==> config.mk <==
export PLATFORM = sky130hd
export DESIGN_NAME = packed_lane_accumulator
export DESIGN_NICKNAME = d
export VERILOG_FILES = /design/src/rtl/packed_lane_acc_pkg.sv /design/src/rtl/lane_acc_ch.sv /design/src/rtl/packed_lane_accumulator.sv
export SDC_FILE = /design/constraint.sdc
export NUM_CORES = 1
export LEC_CHECK = 0
export CAP_MARGIN = 40
export CORE_UTILIZATION = 50
export CTS_BUF_LIST = sky130_fd_sc_hd__clkbuf_8
export CTS_CLUSTER_SIZE = 25
export DETAILED_ROUTE_END_ITERATION = 8
export PLACE_DENSITY = 0.83
export SYNTH_ARGS = -nofsm -noshare
export SYNTH_HDL_FRONTEND = slang
export SYNTH_SLANG_ARGS = --single-unit
==> constraint.sdc <==
create_clock -name clk -period 4.1 [get_ports clk]
set_clock_uncertainty 0.15 [all_clocks]
set_input_delay 1.23 -clock clk [delete_from_list [all_inputs] [get_ports clk]]
set_output_delay 1.23 -clock clk [all_outputs]
set_load 0.05 [all_outputs]
==> src/rtl/packed_lane_acc_pkg.sv <==
// Shared types and constants for the packed multi-channel accumulator.
// The default-configuration views let benches decode the word by channel or by slice.
package packed_lane_acc_pkg;

    localparam int unsigned MODE_WRAP = 0;
    localparam int unsigned MODE_SAT  = 1;

    localparam int unsigned DEF_NUM_CH = 2;
    localparam int unsigned DEF_CH_W   = 16;
    localparam int unsigned DEF_NIB_W  = 4;

    typedef enum logic [0:0] {
        IDLE = 1'b0,
        HOLD = 1'b1
    } snap_state_t;

    // Channel 0 is declared first, so it sits in the MSBs of the word
    typedef struct packed {
        bit [15:0] ch0;
        bit [15:0] ch1;
    } acc_word_t;

    typedef union packed {
        acc_word_t      ch;
        bit [7:0][3:0]  nib;
    } acc_view_t;

endpackage

==> src/rtl/lane_acc_ch.sv <==
// One accumulator channel: widened add, carry-out and wrap/saturate result selection.
module lane_acc_ch
    import packed_lane_acc_pkg::*;
#(
    parameter int unsigned CH_W     = 16,
    parameter int unsigned SAT_MODE = MODE_WRAP
) (
    input  logic [CH_W-1:0] acc_i,
    input  logic [CH_W-1:0] step_i,
    input  logic            en_i,
    output logic [CH_W-1:0] next_c_o,
    output logic            carry_c_o
);

    logic [CH_W:0] sum_c;

    // A saturated channel with a nonzero step carries again, so it stays pinned and re-flags
    always_comb begin
        sum_c     = {1'b0, acc_i} + {1'b0, step_i};
        carry_c_o = en_i & sum_c[CH_W];
        next_c_o  = acc_i;
        if (en_i) begin
            if (sum_c[CH_W] && (SAT_MODE == MODE_SAT)) begin
                next_c_o = '1;
            end else begin
                next_c_o = sum_c[CH_W-1:0];
            end
        end
    end

endmodule

==> src/rtl/packed_lane_accumulator.sv <==
// Multi-channel accumulator held as one packed word, with per-slice writes,
// sticky overflow flags and a valid/ready snapshot port.
module packed_lane_accumulator
    import packed_lane_acc_pkg::*;
#(
    parameter  int unsigned NUM_CH    = DEF_NUM_CH,
    parameter  int unsigned CH_W      = DEF_CH_W,
    parameter  int unsigned NIB_W     = DEF_NIB_W,
    parameter  int unsigned SAT_MODE  = MODE_WRAP,
    localparam int unsigned TOT_W     = NUM_CH * CH_W,
    localparam int unsigned NUM_SLICE = TOT_W / NIB_W,
    localparam int unsigned SIDX_W    = (NUM_SLICE > 1) ? $clog2(NUM_SLICE) : 1
) (
    input  logic              clk,
    input  logic              rst,
    input  logic [TOT_W-1:0]  step_i,
    input  logic [NUM_CH-1:0] acc_en_i,
    input  logic              slice_wr_i,
    input  logic [SIDX_W-1:0] slice_idx_i,
    input  logic [NIB_W-1:0]  slice_data_i,
    input  logic              clr_ovf_i,
    input  logic              snap_req_i,
    input  logic              snap_ready_i,
    output logic              snap_valid_o,
    output logic [TOT_W-1:0]  snap_data_o,
    output logic [TOT_W-1:0]  acc_o,
    output logic [NUM_CH-1:0] ovf_o
);

    localparam int unsigned SL_PER_CH = CH_W / NIB_W;

    localparam logic [0:0] ST_IDLE = 1'b0;
    localparam logic [0:0] ST_HOLD = 1'b1;

    logic [TOT_W-1:0]     acc_q, acc_d;
    logic [NUM_CH-1:0]    ovf_q, ovf_d;
    logic [0:0]           state_q, state_d;
    logic                 snap_valid_q, snap_valid_d;
    logic [TOT_W-1:0]     snap_data_q, snap_data_d;

    logic [NUM_SLICE-1:0] slice_hit_c;
    logic [NUM_CH-1:0]    ch_hit_c;
    logic [NUM_CH-1:0]    carry_c;
    logic [TOT_W-1:0]     acc_sum_c;

    // An out-of-range index matches no slice, so the write simply vanishes
    always_comb begin
        slice_hit_c = '0;
        for (int unsigned s = 0; s < NUM_SLICE; s++) begin
            slice_hit_c[s] = slice_wr_i && (slice_idx_i == SIDX_W'(s));
        end
    end

    for (genvar k = 0; k < NUM_CH; k++) begin : g_ch
        localparam int unsigned LSB = (NUM_CH - 1 - k) * CH_W;

        assign ch_hit_c[k] = |slice_hit_c[(NUM_CH-1-k)*SL_PER_CH +: SL_PER_CH];

        lane_acc_ch #(
            .CH_W     (CH_W),
            .SAT_MODE (SAT_MODE)
        ) u_lane (
            .acc_i     (acc_q[LSB +: CH_W]),
            .step_i    (step_i[LSB +: CH_W]),
            .en_i      (acc_en_i[k]),
            .next_c_o  (acc_sum_c[LSB +: CH_W]),
            .carry_c_o (carry_c[k])
        );
    end

    // A slice write freezes its whole channel for the cycle, then patches the slice
    always_comb begin
        acc_d = acc_sum_c;
        for (int unsigned k = 0; k < NUM_CH; k++) begin
            if (ch_hit_c[k]) begin
                acc_d[(NUM_CH-1-k)*CH_W +: CH_W] = acc_q[(NUM_CH-1-k)*CH_W +: CH_W];
            end
        end
        for (int unsigned s = 0; s < NUM_SLICE; s++) begin
            if (slice_hit_c[s]) begin
                acc_d[s*NIB_W +: NIB_W] = slice_data_i;
            end
        end
        ovf_d = (clr_ovf_i ? '0 : ovf_q) | (carry_c & ~ch_hit_c);
    end

    // Snapshot handshake; capture always uses the pre-edge accumulator value
    always_comb begin
        state_d      = state_q;
        snap_valid_d = snap_valid_q;
        snap_data_d  = snap_data_q;
        case (state_q)
            ST_IDLE: begin
                if (snap_req_i) begin
                    snap_data_d  = acc_q;
                    snap_valid_d = 1'b1;
                    state_d      = ST_HOLD;
                end
            end
            ST_HOLD: begin
                if (snap_ready_i) begin
                    if (snap_req_i) begin
                        snap_data_d = acc_q;
                    end else begin
                        snap_valid_d = 1'b0;
                        state_d      = ST_IDLE;
                    end
                end
            end
            default: begin
                snap_valid_d = 1'b0;
                state_d      = ST_IDLE;
            end
        endcase
    end

    always_ff @(posedge clk) begin
        if (rst) begin
            acc_q        <= '0;
            ovf_q        <= '0;
            state_q      <= ST_IDLE;
            snap_valid_q <= 1'b0;
            snap_data_q  <= '0;
        end else begin
            acc_q        <= acc_d;
            ovf_q        <= ovf_d;
            state_q      <= state_d;
            snap_valid_q <= snap_valid_d;
            snap_data_q  <= snap_data_d;
        end
    end

    assign acc_o        = acc_q;
    assign ovf_o        = ovf_q;
    assign snap_valid_o = snap_valid_q;
    assign snap_data_o  = snap_data_q;

endmodule

==> qor.yml <==
cts:
  clkSinkCount: 68
  htreeDepth: 3
  ctsHoldBuffers: 0
  cts_resized: 0
  clockBufferDepth: 2
  cts_tree: "done"
  cts_root_buffer: "clkbuf_8"
  insertion_delay_ps: 350
  clk_transition_reported_paths_ps: 70
  cts_buffers: 9
  cts_setup_buffers: 0
power_and_ir_drop:
  finalPower_w: 0.002269
  leakagePower_nw: 2.018
  power_density_nw_per_um2: 418.1
  ir_drop_mv: 0.2335
global_routing:
  grt_start_max_net_pins: 33
  antenna_found_initial: 0
  grtUsageTotal: 0.2774
  grt-ovfl-total: 0
  grt_pass1_wl_um: 18360
  grt_pass1_vias: 3741
floorplan:
  die_h_um: 91.14
  io_pins: 114
  coreArea_sq_um: 7687
  die_w_um: 91.14
  initial_core_util: 0.5168
  dieArea_sq_um: 8306
  rows: 32
timing:
  finalSetupTns_ps: 0
  min_period_ps: 3612
  finalSetupViolations: 0
  slew_viol_final: 0
  max_freq_mhz: 276.9
  worstMarginPinSlew_ps: 748.9
  hold_viol_final: 0
  hold-worst-slack_ps: 303.4
  rsz0062_at_grt: "false"
  slew_headroom: 0.4939
  post-route-period-util: 0.8810
min_path:
  min-delay-path-class: "register to register"
drt:
  antenna_left: 0
  drtIter0Drc: 278
  vias: 4121
  wl_per_cell_um: 16.30
  routed_wl_um: 11520
  drc: 0
  drt-vias-per-instance: 5.829
  drt-pass1-iter-count: 5
final_layout:
  final_nets: 681
  drive_gt1_frac: 0.04959
  final_cell_mix: "112 x clkdlybuf4s50_1, 94 x nand2_1, 68 x a21oi_1, 68 x dfxtp_1, 32 x ha_1"
  final_common_cell: "clkdlybuf4s50_1"
  n_antenna_cell: 0
  area_growth_pct: 36.57
synth:
  syn_area_per_cell_sq_um: 8.042
  syn-instance-count: 494
  synth_area_leaders: "dfxtp_1 34%, ha_1 10%, nand2_1 8.9%"
  ys_warn_count: 0
  synth.distinct_cells: 48
  yosys.area.top_type: "dfxtp_1"
  ys_seq_area_frac: 0.3427
  synth_edf_count: 0
  synth-main-ff-cell: "dfxtp_1"
  synth.top_cell.area_share: 0.3427
  syn_area_sq_um: 3973
  synthesis.nets: 575
  async_reset_ff_frac: 0
  yosys_register_bits: 68
critical_path:
  required_ps: 4220
  crit_type: "input port to register"
  cp.arrival_ps: 3730
  crit_path_end_kind: "register"
  critPathLaunchType: "input port"
  path_max_fanout: 4
place:
  post-dp-hpwl_um: 8651
  io_buffer_count: 113
  gp_congestion: 0.9402
job:
  max_cap_violations: 0
outcome:
  status: "completed"
## logic make-up after synthesis
kind of cell             synth area share
XOR/XNOR                          0.05291
buffers and inverters             0.03023
flip-flops                         0.3427
AO/OA/AOI/OAI                      0.2923
AND/OR/NAND/NOR                    0.1710
adder cells (fa/ha/maj)            0.1109
## cells in the mapped netlist, types with 5 or more instances
cell type / n
o21ai_0: 18
xnor2_1: 18
ha_1: 32
nor2_1: 29
nand2_1: 94
clkbuf_1: 20
nand4_1: 5
xor2_1: 6
buf_1: 6
a21o_1: 6
o211ai_1: 5
a21oi_1: 68
nand3_1: 5
nand2b_1: 6
dfxtp_1: 68
a211oi_1: 6
a22oi_1: 31
o22ai_1: 15
inv_1: 6
## worst paths after layout
kind	start	end	slack, ps	depth (start not counted)
max	step_i[0]	acc_o[14]	490	9
min reg2reg	snap_data_o[5]	snap_data_o[5]	300	2
max reg2reg	acc_o[0]	acc_o[14]	1440	8
min	snap_data_o[5]	snap_data_o[5]	300	2
## through the flow
stage                     cell area [sq um]  setup slack [ps]  std cells  utilization
final                                  5425             488.0        707       0.7057
after global routing                   5425             345.5        707       0.7057
after CTS                              5425             516.3        707       0.7057
after detailed placement               5189             155.0        691       0.6750
after global placement                 5189             232.3        691       0.6750
after floorplan                        3973             751.9        494            -
## final cells by class
| class | instances | area [sq um] |
|---|---|---|
| Inverter | 6 | 22.52 |
| Tap cell | 102 | 127.6 |
| Sequential cell | 68 | 1361 |
| Clock buffer | 12 | 165.2 |
| Fill cell | 657 | 2262 |
| Timing Repair Buffer | 121 | 1186 |
| Clock inverter | 4 | 71.32 |
| Multi-Input combinational cell | 394 | 2491 |
## worst max-delay path: stages
cell and delay [ps]:
clkdlybuf4s50_1 410, ha_1 240, fa_1 420, a211oi_1 260
nor2_1 100, o31ai_1 390, o21ai_1 220, a311o_1 390
o211ai_1 80
## state kept, by name (all words and copies together) (netlist names)
name	count
ovf_o	2
snap_data_o	32
acc_o	32
state_q	1
snap_valid_o	1
## layer usage
metal	wire length, um	vias up	GRT usage
li1	-	2022	-
met1	5446	1884	0.3910
met2	5071	192	0.4223
met3	801	23	0.04858
met4	201	0	0.1019
met5	0	-	0
## power by group
part	switching (W)	internal (W)
clock	0.000255	0.000390
sequential	0.0000632	0.000718
combinational	0.000511	0.000332
Power figures use the tool's default switching activity.
